**src/rtl/fb_port_arbiter.sv**
```systemverilog
// Frame buffer port arbiter: display reads always win the single RAM port, and
// writer pixels wait in a small FIFO that drains into cycles the display leaves unused.
module fb_port_arbiter #(
  parameter int ADDR_W     = 17,
  parameter int DATA_W     = 12,
  parameter int FIFO_DEPTH = 4
) (
  input  logic                            clk,
  input  logic                            reset_n,
  input  logic                            disp_rd_en,
  input  logic [ADDR_W-1:0]               disp_rd_addr,
  output logic [DATA_W-1:0]               disp_rd_data,
  output logic                            disp_rd_valid,
  input  logic                            wr_valid,
  output logic                            wr_ready,
  input  logic [ADDR_W-1:0]               wr_addr,
  input  logic [DATA_W-1:0]               wr_data,
  output logic                            ram_en,
  output logic                            ram_we,
  output logic [ADDR_W-1:0]               ram_addr,
  output logic [DATA_W-1:0]               ram_wdata,
  input  logic [DATA_W-1:0]               ram_rdata,
  output logic [$clog2(FIFO_DEPTH):0]     fifo_count,
  output logic                            idle
);

  localparam int PTR_W = $clog2(FIFO_DEPTH);
  localparam int CNT_W = PTR_W + 1;

  logic [ADDR_W-1:0] fifo_addr [FIFO_DEPTH];
  logic [DATA_W-1:0] fifo_data [FIFO_DEPTH];
  logic [PTR_W-1:0]  rd_ptr;
  logic [PTR_W-1:0]  wr_ptr;
  logic              push;
  logic              pop;
  logic              rd_return;

  // Ready looks only at the registered count, never at a same-cycle pop.
  assign wr_ready = (fifo_count < CNT_W'(FIFO_DEPTH));
  assign push     = wr_valid && wr_ready;
  assign pop      = !disp_rd_en && (fifo_count != '0);

  assign idle = (fifo_count == '0) && !ram_en && !rd_return;

  always_ff @(posedge clk) begin
    if (push) begin
      fifo_addr[wr_ptr] <= wr_addr;
      fifo_data[wr_ptr] <= wr_data;
    end
  end

  // Power-of-two depth lets the pointers wrap naturally.
  always_ff @(posedge clk or negedge reset_n) begin
    if (!reset_n) begin
      rd_ptr     <= '0;
      wr_ptr     <= '0;
      fifo_count <= '0;
    end else begin
      if (push) wr_ptr <= wr_ptr + PTR_W'(1);
      if (pop)  rd_ptr <= rd_ptr + PTR_W'(1);
      if (push && !pop)
        fifo_count <= fifo_count + CNT_W'(1);
      else if (pop && !push)
        fifo_count <= fifo_count - CNT_W'(1);
    end
  end

  // Address and write data hold their last value on cycles with no RAM access.
  always_ff @(posedge clk or negedge reset_n) begin
    if (!reset_n) begin
      ram_en    <= 1'b0;
      ram_we    <= 1'b0;
      ram_addr  <= '0;
      ram_wdata <= '0;
    end else if (disp_rd_en) begin
      ram_en   <= 1'b1;
      ram_we   <= 1'b0;
      ram_addr <= disp_rd_addr;
    end else if (pop) begin
      ram_en    <= 1'b1;
      ram_we    <= 1'b1;
      ram_addr  <= fifo_addr[rd_ptr];
      ram_wdata <= fifo_data[rd_ptr];
    end else begin
      ram_en <= 1'b0;
      ram_we <= 1'b0;
    end
  end

  // rd_return marks the cycle the RAM is driving read data back to us.
  always_ff @(posedge clk or negedge reset_n) begin
    if (!reset_n) begin
      rd_return     <= 1'b0;
      disp_rd_valid <= 1'b0;
      disp_rd_data  <= '0;
    end else begin
      rd_return     <= ram_en && !ram_we;
      disp_rd_valid <= rd_return;
      if (rd_return) disp_rd_data <= ram_rdata;
    end
  end

endmodule

```
**config.mk**
```make
export PLATFORM = sky130hd
export DESIGN_NAME = fb_port_arbiter
export DESIGN_NICKNAME = d
export VERILOG_FILES = /design/src/rtl/fb_port_arbiter.sv
export SDC_FILE = /design/constraint.sdc
export NUM_CORES = 1
export LEC_CHECK = 0
export ABC_CLOCK_PERIOD_IN_PS = 6300
export BUFFER_PORTS_ARGS = -buffer_cell sky130_fd_sc_hd__buf_4
export CORE_ASPECT_RATIO = 2
export CORE_MARGIN = 1
export CORE_UTILIZATION = 56
export DETAILED_ROUTE_END_ITERATION = 10
export GPL_TIMING_DRIVEN = 1
export PLACE_DENSITY_LB_ADDON = 0.25
export SYNTH_ARGS = -nofsm -noshare
export SYNTH_HDL_FRONTEND = slang
export SYNTH_SLANG_ARGS = --single-unit
```
**constraint.sdc**
```tcl
create_clock -name clk -period 6.3 [get_ports clk]
set_input_delay 0 -clock clk [delete_from_list [all_inputs] [get_ports clk]]
set_output_delay 0 -clock clk [all_outputs]
set_load 0.01 [all_outputs]
```
==> flow_metrics.py, run 1 <==
metrics = {
    "finish": {
        "syn_to_final_growth_pct": 32.1,
        "diodes": 0,
        "final_area_sq_mm": 0.00842,
        "finalCoreUtilization_pct": 76.4,
        "final_nets": 548,
        "drive_gt1_share_pct": 41.6,
        "n_fill_cell": 598,
    },
    "setup_path": {
        "crit_slowest_cell": "or2_1",
        "required_ps": 6640,
        "critPathMaxFanout": 16,
        "crit_buf_inv": 1,
        "critPathTopFamily": "simple AND/OR/NAND/NOR gates",
        "cpPeakStageDelay_ps": 610,
        "cp_data_arrival_time_ps": 2930,
        "crit_type": "flop to flop",
        "critPathCaptureType": "flop",
        "crit_chain": "nor3_1 -> or2_1 -> ha_1 -> inv_1 -> fa_1 -> xor2_1 -> nor2_1 -> xnor2_1",
        "start_kind": "flop",
    },
    "sta": {
        "whs_ps": 57.5,
        "finalSetupViolations": 0,
        "worstMarginPinSlew_ps": 1040,
        "rsz0062_at_grt": "false",
        "drv_slew": 0,
        "layout_min_cycle_time_ps": 2600,
        "timing.final.ws_setup_ps": 3700,
        "setup_tns_ps": 0,
        "max_freq_mhz": 385,
        "relSlewSlack_pct": 30.7,
        "finalClockSkew_ps": 7.87,
        "finalHoldViolCount": 0,
        "timing.final.crit_share_pct": 41.2,
    },
    "hold_path": {
        "holdCritPathClass": "input port to flop",
    },
    "logic_synthesis": {
        "synth-simple-area-share_pct": 2.85,
        "yosysTopAreaCell": "edfxtp_1",
        "syn_nets": 374,
        "ys_warn_count": 0,
        "synth_top_area_share_pct": 54.6,
        "synth_compound_area_share_pct": 3.02,
        "syn_area_per_cell_sq_um": 20.8,
        "synthXorXnorAreaFrac_pct": 0.824,
        "synth.area.mux_share_pct": 15.0,
        "synth_seq_cells": 168,
        "synth_top_family_by_area": "multiplexers",
        "syn_inst": 306,
        "synth_area_sq_mm": 0.00637,
        "synth_area_leaders": "edfxtp_1 55%, dfrtp_1 20%, mux4_2 10%",
        "yosysSeqAreaShare_pct": 75.1,
        "synth_fa_ha_area_share_pct": 1.30,
        "ys_types": 29,
    },
    "clock_tree": {
        "clk_pin_slew_ps": 70,
        "cts_hold_buf": 59,
        "clock_latency_ps": 420,
        "cts_buffers": 17,
        "clockBufferDepth": 2,
        "cts-resized-gates": 0,
        "cts.htree.levels": 4,
        "cts_sinks": 168,
        "root_buffer": "clkbuf_16",
        "cts_tree": "done",
        "post_cts_buffers": 0,
    },
    "drt": {
        "post_drt_wl_per_cell_microns": 19.3,
        "drc": 0,
        "vias": 3466,
        "drt-pass1-iter-count": 4,
        "routed_via_density": 5.48,
        "totalWireLength_microns": 12200,
        "antenna_left": 0,
        "drtIter0Drc": 159,
    },
    "global_route": {
        "antenna_found_initial": 0,
        "grt_pass1_wl_microns": 19700,
        "grtUsageTotal_pct": 22.6,
        "grt_max_degree": 53,
        "first_global_vias": 3828,
        "grt_overflow": 0,
    },
    "floorplan": {
        "die_area_sq_mm": 0.0118,
        "core_area_sq_mm": 0.0110,
        "initial_core_util_pct": 57.9,
        "ioPinCount": 111,
        "rows": 54,
        "die_y_microns": 153,
        "die_w_microns": 77.4,
    },
    "place": {
        "port_buffers": 110,
        "hpwl_microns": 7180,
        "place_area_sq_mm": 0.00730,
        "gp_congestion": 0.675,
        "place_ws_ps": 3730,
    },
    "run": {
        "cap_violations": 0,
    },
    "run_status": {
        "status": "finished, final reports clean",
    },
    "pwr": {
        "power_density_mw_per_mm2": 415,
        "ir_drop_v": 0.000270,
        "p_leak_nw": 3.20,
    },
}
==> sequential cells by signal, summed over array words and instances, names as in the netlist <==
signal / count
fifo_addr: 68
fifo_data: 48
ram_addr: 17
disp_rd_data: 12
ram_wdata: 12
fifo_count: 3
rd_ptr: 2
wr_ptr: 2
disp_rd_valid: 1
ram_en: 1
ram_we: 1
rd_return: 1
==> worst paths after layout <==
kind	from	end	slack, ps	cells past startpoint
max	fifo_count[0]	fifo_count[2]	3700	8
max in group asynchronous	reset_n	rd_ptr[0]	5610	2
max reg2reg	fifo_count[0]	fifo_count[2]	3700	8
min	disp_rd_en	ram_addr[6]	60	2
min in group asynchronous	reset_n	disp_rd_data[8]	180	2
min reg2reg	ram_we	rd_return	460	1
==> Yosys cell counts <==
library cell  number
a221o_1            3
and2_1             4
inv_4              1
o221a_2            5
xor2_1             2
nand2_1            1
o21ai_0            1
fa_1               1
xnor2_1            4
edfxtp_1         116
buf_6              4
inv_1              8
nor2_1             4
or2b_1             2
nor2b_1            2
nor3b_1            1
dfrtp_1           52
mux4_2            29
mux2_4             5
or4_4              1
o221a_1            9
clkbuf_1           6
buf_2              4
or2_1              1
nor3_1             2
buf_1              1
nand2b_1          12
ha_1               5
mux2_2            20
==> per-layer routing <==
metal	wire [microns]	track usage (%)
met4	196	9.34
met3	508	4.24
met5	0	0
met1	4760	27.6
met2	6730	39.1
==> area by class of cell <==
type / count / area [sq um] / share of cell area [%]
sequential: 168 / 4790 / 56.8
timing repair buffer: 170 / 1420 / 16.9
clock inverter: 15 / 105 / 1.25
multi-input combinational: 114 / 1470 / 17.4
clock buffer: 17 / 425 / 5.05
tap: 140 / 175 / 2.08
inverter: 9 / 36.3 / 0.431
==> report_power, final <==
part / switching [W] / internal, W
clock: 0.000416 / 0.000502
sequential: 0.000185 / 0.00144
combinational: 0.000396 / 0.000554
==> cells in the final DEF (no fill, tap or decap), types with 3 or more instances in the layout <==
master / synthesis / layout
a221o_1: 3 / 3
and2_2: 0 / 4
buf_4: 0 / 111
clkbuf_16: 0 / 17
clkinv_1: 0 / 4
clkinv_4: 0 / 4
clkinvlp_4: 0 / 5
dfrtp_1: 52 / 51
dlygate4sd3_1: 0 / 59
edfxtp_1: 116 / 116
ha_1: 5 / 5
inv_1: 8 / 8
mux2_2: 20 / 20
mux2_4: 5 / 5
mux4_2: 29 / 29
nand2b_1: 12 / 12
nor2_1: 4 / 4
o221a_1: 9 / 9
o221a_2: 5 / 5
xnor2_1: 4 / 4
==> logic make-up after synthesis <==
| logic type | Yosys count |
|---|---|
| flops | 168 |
| mux | 54 |
| simple gates | 30 |
| buf+inv | 24 |
| compound gates | 18 |
| xor+xnor | 6 |
| fa+ha+maj | 6 |
==> through the flow <==
stage               power (W)  instances
floorplan             0.00219        306
global placement      0.00253        542
detailed placement    0.00257        542
CTS                   0.00352        633
global route          0.00366        633
finish                0.00349        633
Note: power is estimated with default switching activity, not from simulation.
==> run 2: changes to the inputs <==
--- a/config.mk
+++ b/config.mk
@@ -5,11 +5,12 @@
 export SDC_FILE = /design/constraint.sdc
 export NUM_CORES = 1
 export LEC_CHECK = 0
-export ABC_CLOCK_PERIOD_IN_PS = 6300
+export ABC_AREA = 1
+export ABC_CLOCK_PERIOD_IN_PS = 2300
 export BUFFER_PORTS_ARGS = -buffer_cell sky130_fd_sc_hd__buf_4
 export CORE_ASPECT_RATIO = 2
 export CORE_MARGIN = 1
-export CORE_UTILIZATION = 56
+export CORE_UTILIZATION = 51
 export DETAILED_ROUTE_END_ITERATION = 10
 export GPL_TIMING_DRIVEN = 1
 export PLACE_DENSITY_LB_ADDON = 0.25
==> constraint.sdc (replaced) <==
create_clock -name clk -period 2.3 [get_ports clk]
set_input_delay 0 -clock clk [delete_from_list [all_inputs] [get_ports clk]]
set_output_delay 0 -clock clk [all_outputs]
set_load 0.01 [all_outputs]
==> run 2 against run 1 <==
Against the previous run: the flow now finishes with violations (design-rule violations); combinational power increased to 3.5 times the previous value; critical path depth up 1; die area increased by 18%; cell area grew 8.2%; flip-flop and latch count unchanged; total power grew to 3.0 times the previous value.
==> flow_metrics.py, run 2 <==
metrics = {
    "setup_path": {
        "crit_slowest_cell": "dfrtp_1",
        "required_ps": 2640,
        "r2r_start": "fifo_count[0]",
        "r2r_setup_slack_ps": 270,
        "critPathCaptureType": "flop",
        "crit_buf_inv": 1,
        "start_kind": "flop",
        "cpPeakStageDelay_ps": 460,
        "cp_data_arrival_time_ps": 2370,
        "critPathTopFamily": "simple AND/OR/NAND/NOR gates",
        "critPathMaxFanout": 4,
        "crit_type": "flop to flop",
        "cp_common_cell": "nand2_1",
        "worstRegToRegCells": 9,
        "crit_chain": "nor2_4 -> nand2_1 -> nand2_2 -> ha_1 -> inv_1 -> fa_1 -> or2_2 -> nand2_1 -> xor2_1",
        "reg2reg_to": "fifo_count[2]",
    },
    "finish": {
        "final_cell_mix": "235 x nand2_1, 125 x buf_4, 116 x edfxtp_1",
        "drive_gt1_share_pct": 22.1,
        "diodes": 0,
        "n_fill_cell": 917,
        "syn_to_final_growth_pct": 33.0,
        "top_register": "fifo_addr",
        "final_nets": 872,
        "final_area_sq_mm": 0.00911,
        "mostFrequentLayoutCell": "nand2_1",
        "finalCoreUtilization_pct": 69.7,
        "largest_reg_flops": 68,
        "largestRegisters": "fifo_addr (68), fifo_data (48), ram_addr (17)",
    },
    "floorplan": {
        "ioPinCount": 111,
        "initial_core_util_pct": 52.4,
        "die_y_microns": 166,
        "die_area_sq_mm": 0.0139,
        "core_area_sq_mm": 0.0131,
        "rows": 59,
        "die_w_microns": 84.0,
    },
    "hold_path": {
        "hp-start": "disp_rd_en",
        "holdPathStages": 3,
        "holdCritPathClass": "input port to flop",
        "min_to": "ram_we",
    },
    "place": {
        "place_area_sq_mm": 0.00786,
        "port_buffers": 110,
        "hpwl_microns": 9220,
        "gp_congestion": 0.795,
    },
    "run_status": {
        "status": "complete, but fails checks",
        "violations": "design-rule violations",
    },
    "drt": {
        "drtIter0Drc": 246,
        "post_drt_wl_per_cell_microns": 15.4,
        "vias": 4837,
        "antenna_left": 0,
        "totalWireLength_microns": 14900,
        "routed_via_density": 5.00,
        "drt-pass1-iter-count": 8,
        "drc": 18,
    },
    "logic_synthesis": {
        "synth_edf_count": 116,
        "ys_warn_count": 0,
        "ys_types": 28,
        "async_flop_share_pct": 31.0,
        "synth_seq_cells": 168,
        "synth_common_cells": "235 x nand2_1, 116 x edfxtp_1, 54 x nor2_1",
        "syn_nets": 692,
        "yosysMostFrequentCell": "nand2_1",
        "synth_area_leaders": "edfxtp_1 51%, dfrtp_1 19%, nand2_1 13%",
        "yosysTopAreaCell": "edfxtp_1",
        "syn_inst": 624,
        "ys.flop_type": "edfxtp_1",
        "syn_area_per_cell_sq_um": 11.0,
        "yosysSeqAreaShare_pct": 69.8,
        "synth_top_area_share_pct": 50.8,
        "synth_area_sq_mm": 0.00685,
    },
    "global_route": {
        "grtUsageTotal_pct": 22.9,
        "grt_overflow": 0,
        "grt_max_degree": 53,
        "grt_use_met2_pct": 43.8,
        "use_met1_pct": 23.5,
        "first_global_vias": 5174,
        "grt_pass1_wl_microns": 24500,
        "top_usage_layer": "met2",
        "antenna_found_initial": 0,
        "use_met3_pct": 4.97,
    },
    "sta": {
        "relSlewSlack_pct": 51.7,
        "worstMarginPinSlew_ps": 724,
        "finalClockSkew_ps": 8.80,
        "setup_tns_ps": 0,
        "layout_min_cycle_time_ps": 2030,
        "max_freq_mhz": 491,
        "finalHoldViolCount": 0,
        "finalSetupViolations": 0,
        "timing.final.crit_share_pct": 88.5,
        "drv_slew": 0,
        "rsz0062_at_grt": "false",
    },
    "pwr": {
        "power_density_mw_per_mm2": 1160,
        "finalPower_w": 0.0106,
        "ir_drop_v": 0.000679,
        "p_leak_nw": 4.00,
    },
    "clock_tree": {
        "root_buffer": "clkbuf_16",
        "clockBufferDepth": 2,
        "cts.htree.levels": 4,
        "cts_buffers": 17,
        "clock_latency_ps": 420,
        "cts_sinks": 168,
        "clk_pin_slew_ps": 60,
        "cts_tree": "done",
        "cts-resized-gates": 0,
    },
    "run": {
        "cap_violations": 0,
    },
}
==> run 2: changes by cell type in the layout (fill, tap and decap cells not counted), sizes merged, moves of 29 or more <==
cell,delta
nor2,+51
nand2,+235
mux4,-29
inv,+34
nand3,+42
==> run 2: kinds of logic (layout without fill, tap and decap cells) <==
kind of cell | after synthesis | count (layout) | share of synthesized area (%)
AND/OR/NAND/NOR | 349 | 349 | 20.7
flip-flops | 168 | 168 | 69.8
AO/OA/AOI/OAI | 17 | 17 | 1.30
adder cells (fa/ha/maj) | 6 | 6 | 1.21
buffers and inverters | 68 | 260 | 4.53
XOR/XNOR | 4 | 4 | 0.511
multiplexers | 12 | 12 | 1.97
==> run 2: tightest hold or removal path, delay by kind of cell <==
kind	cells	cell delay [ps]
AOI/OAI and AO/OA	1	30
buffers and inverters	2	330
==> run 2: how the worst max path moves through the flow <==
stage | start | to | slack [ps] | cells after the start
floorplan | fifo_count[2] | fifo_addr[0][0] | -110 | 3
global placement | fifo_count[0] | fifo_count[2] | 390 | 9
finish | fifo_count[0] | fifo_count[2] | 270 | 9
detailed placement | fifo_count[0] | fifo_count[2] | 280 | 9
CTS | fifo_count[0] | fifo_count[2] | 260 | 9
global route | fifo_count[0] | fifo_count[2] | 140 | 9
==> run 2: timing repair <==
action,in CTS,in global routing
hold endpoints to repair,198,0
hold buffers,63,0
buffers inserted,0,0
==> run 2: metrics by stage <==
stage / setup slack (ps) / hold WS, ps / std cells
3_3_place_gp: 395 / 92.7 / 874
2_1_floorplan: -113 / -296 / 624
6_report: 265 / 29.2 / 968
4_1_cts: 260 / 18.4 / 968
5_1_grt: 136 / 22.0 / 968
3_5_place_dp: 277 / 113 / 874
==> run 2: layer usage <==
metal  up-vias  wire (microns)
met5         -               0
met1      2324            5600
met2       117            8500
met3        22             561
met4         0             239
li1       2374               -
==> run 2: power breakdown <==
group | total [W] | internal [W] | leakage [nW] | switching, W
logic | 0.00333 | 0.00136 | 2.04 | 0.00197
registers | 0.00429 | 0.00392 | 1.66 | 0.000373
clock network | 0.00297 | 0.00183 | 0.299 | 0.00114
total | 0.0106 | 0.00711 | 4.00 | 0.00348
==> run 2: final cells by class <==
cell class              count  area [sq um]  share of cell area, %
flip-flops and latches    168          4790                   52.5
inverters                  41           154                   1.69
repair buffers            188          1570                   17.2
clock inverters            13           195                   2.14
multi-input cells         388          1790                   19.6
well taps                 152           190                   2.09
clock buffers              18           429                   4.71
==> run 3: changes to the inputs <==
--- a/config.mk
+++ b/config.mk
@@ -5,12 +5,11 @@
 export SDC_FILE = /design/constraint.sdc
 export NUM_CORES = 1
 export LEC_CHECK = 0
-export ABC_AREA = 1
 export ABC_CLOCK_PERIOD_IN_PS = 2300
 export BUFFER_PORTS_ARGS = -buffer_cell sky130_fd_sc_hd__buf_4
 export CORE_ASPECT_RATIO = 2
 export CORE_MARGIN = 1
-export CORE_UTILIZATION = 51
+export CORE_UTILIZATION = 50
 export DETAILED_ROUTE_END_ITERATION = 10
 export GPL_TIMING_DRIVEN = 1
 export PLACE_DENSITY_LB_ADDON = 0.25
==> run 3 against run 2 <==
Against the previous run: maximum frequency increased by 0.95%; cell area decreased by 5.5%; global-route usage decreased by 1.4 points; critical path type unchanged; die area decreased by 5.0%; critical endpoint unchanged; clock skew about the same; register-to-register slack improved by 20 ps; sequential share of layout area increased by 3.0 points; clock power decreased by 8.8%; the run now ends clean.
==> flow_metrics.py, run 3 (synthesis gave the netlist of run 1 again) <==
metrics = {
    "run_status": {
        "status": "finished, final reports clean",
    },
    "floorplan": {
        "initial_core_util_pct": 51.1,
        "rows": 58,
        "core_area_sq_mm": 0.0125,
        "die_w_microns": 81.8,
        "ioPinCount": 111,
        "die_y_microns": 162,
        "die_area_sq_mm": 0.0132,
    },
    "finish": {
        "drive_gt1_share_pct": 43.2,
        "area.sequential_sq_mm": 0.00479,
        "diodes": 0,
        "largestRegisters": "fifo_addr (68), fifo_data (48), ram_addr (17)",
        "final_cell_mix": "116 x edfxtp_1, 114 x buf_4, 59 x dlygate4sd3_1",
        "mostFrequentLayoutCell": "edfxtp_1",
        "final_nets": 557,
        "largest_reg_flops": 68,
        "n_fill_cell": 823,
        "syn_to_final_growth_pct": 35.1,
        "multi_input_area_sq_mm": 0.00147,
        "top_register": "fifo_addr",
    },
    "hold_path": {
        "holdCritPathClass": "input port to flop",
    },
    "place": {
        "port_buffers": 110,
        "hpwl_microns": 8210,
        "gp_congestion": 0.695,
    },
    "setup_path": {
        "required_ps": 2640,
        "crit_type": "flop to flop",
        "start_kind": "flop",
        "cp_data_arrival_time_ps": 2350,
        "critPathCaptureType": "flop",
        "critPathMaxFanout": 5,
    },
    "sta": {
        "relSlewSlack_pct": 53.7,
        "finalHoldViolCount": 0,
        "worstMarginPinSlew_ps": 695,
        "timing.final.crit_share_pct": 87.6,
        "max_freq_mhz": 496,
        "layout_min_cycle_time_ps": 2020,
        "setup_tns_ps": 0,
        "drv_slew": 0,
        "rsz0062_at_grt": "false",
        "finalClockSkew_ps": 8.74,
        "finalSetupViolations": 0,
    },
    "pwr": {
        "ir_drop_v": 0.000718,
        "p_leak_nw": 3.29,
        "finalPower_w": 0.00994,
        "power_density_mw_per_mm2": 1150,
    },
    "drt": {
        "post_drt_wl_per_cell_microns": 19.9,
        "routed_via_density": 5.38,
        "drtIter0Drc": 147,
        "drt-pass1-iter-count": 5,
        "antenna_left": 0,
        "totalWireLength_microns": 13000,
        "vias": 3506,
        "drc": 0,
    },
    "global_route": {
        "first_global_vias": 3873,
        "grtUsageTotal_pct": 21.5,
        "antenna_found_initial": 0,
        "grt_pass1_wl_microns": 20200,
        "grt_max_degree": 53,
        "grt_overflow": 0,
    },
    "clock_tree": {
        "cts_tree": "done",
        "cts_buffers": 17,
        "clockBufferDepth": 2,
        "root_buffer": "clkbuf_16",
        "cts.htree.levels": 4,
        "clock_latency_ps": 420,
        "clk_pin_slew_ps": 60,
        "cts_sinks": 168,
    },
    "run": {
        "cap_violations": 0,
    },
}
run 3: cell count changes in the layout (fill, tap and decap cells not counted), sizes merged, moves of 13 or more:
cell	delta
inv	-30
mux2	+13
mux4	+29
nand2	-235
nand3	-42
nor2	-51
o21ai	-13
o221a	+14
or2	-14
run 3: timing repair:
action                                 CTS  global route
hold buffers                            59             0
endpoints found under the hold margin  197             0
buffers inserted                         0             0
resized for setup                        0             0
run 3: routing by layer:
metal / track usage (%) / vias up / routed length, microns
li1: - / 1572 / -
met1: 23.9 / 1822 / 4920
met2: 38.6 / 94 / 7310
met3: 5.11 / 18 / 555
met4: 7.81 / 0 / 195
met5: 0 / - / 0
run 3: cell type report:
cell class | instances | area share (%)
well taps | 150 | 2.18
clock inverters | 14 | 1.61
flip-flops and latches | 168 | 55.6
clock buffers | 18 | 4.98
inverters | 9 | 0.421
multi-input cells | 114 | 17.0
repair buffers | 179 | 18.2
run 3: power by group:
part / total [W] / internal (W) / switching [W] / leakage (nW)
logic: 0.00288 / 0.00165 / 0.00123 / 1.37
registers: 0.00435 / 0.00393 / 0.000420 / 1.65
clock network: 0.00271 / 0.00151 / 0.00119 / 0.265
run 3: worst max-delay path, stage by stage (launching register included):
cell and delay (ps):
dfrtp_1 440, nor3_1 250, or2_1 170, ha_1 200, inv_1 60, fa_1 390
xor2_1 170, nor2_1 120, xnor2_1 130
run 3: final timing paths:
path	startpoint	to	slack [ps]	depth (start not counted)
worst max-delay path	fifo_count[0]	fifo_count[2]	280	8
worst min-delay path	disp_rd_en	ram_addr[3]	70	3
worst max register to register	fifo_count[0]	fifo_count[2]	280	8
worst min register to register	ram_we	rd_return	430	1
max in group asynchronous	reset_n	rd_ptr[0]	1620	2
min in group asynchronous	reset_n	ram_addr[15]	170	2
run 3: metrics by stage:
| stage | setup slack (ps) | cells | hold WS (ps) | area, sq um | utilization [%] |
|---|---|---|---|---|---|
| floorplan | 111 | 306 | -296 | 6370 | - |
| global placement | 445 | 561 | 90.1 | 7450 | 59.7 |
| detailed placement | 288 | 561 | 107 | 7450 | 59.7 |
| CTS | 282 | 652 | 56.6 | 8610 | 69.0 |
| global route | 135 | 652 | 73.2 | 8610 | 69.0 |
| finish | 284 | 652 | 67.4 | 8610 | 69.0 |
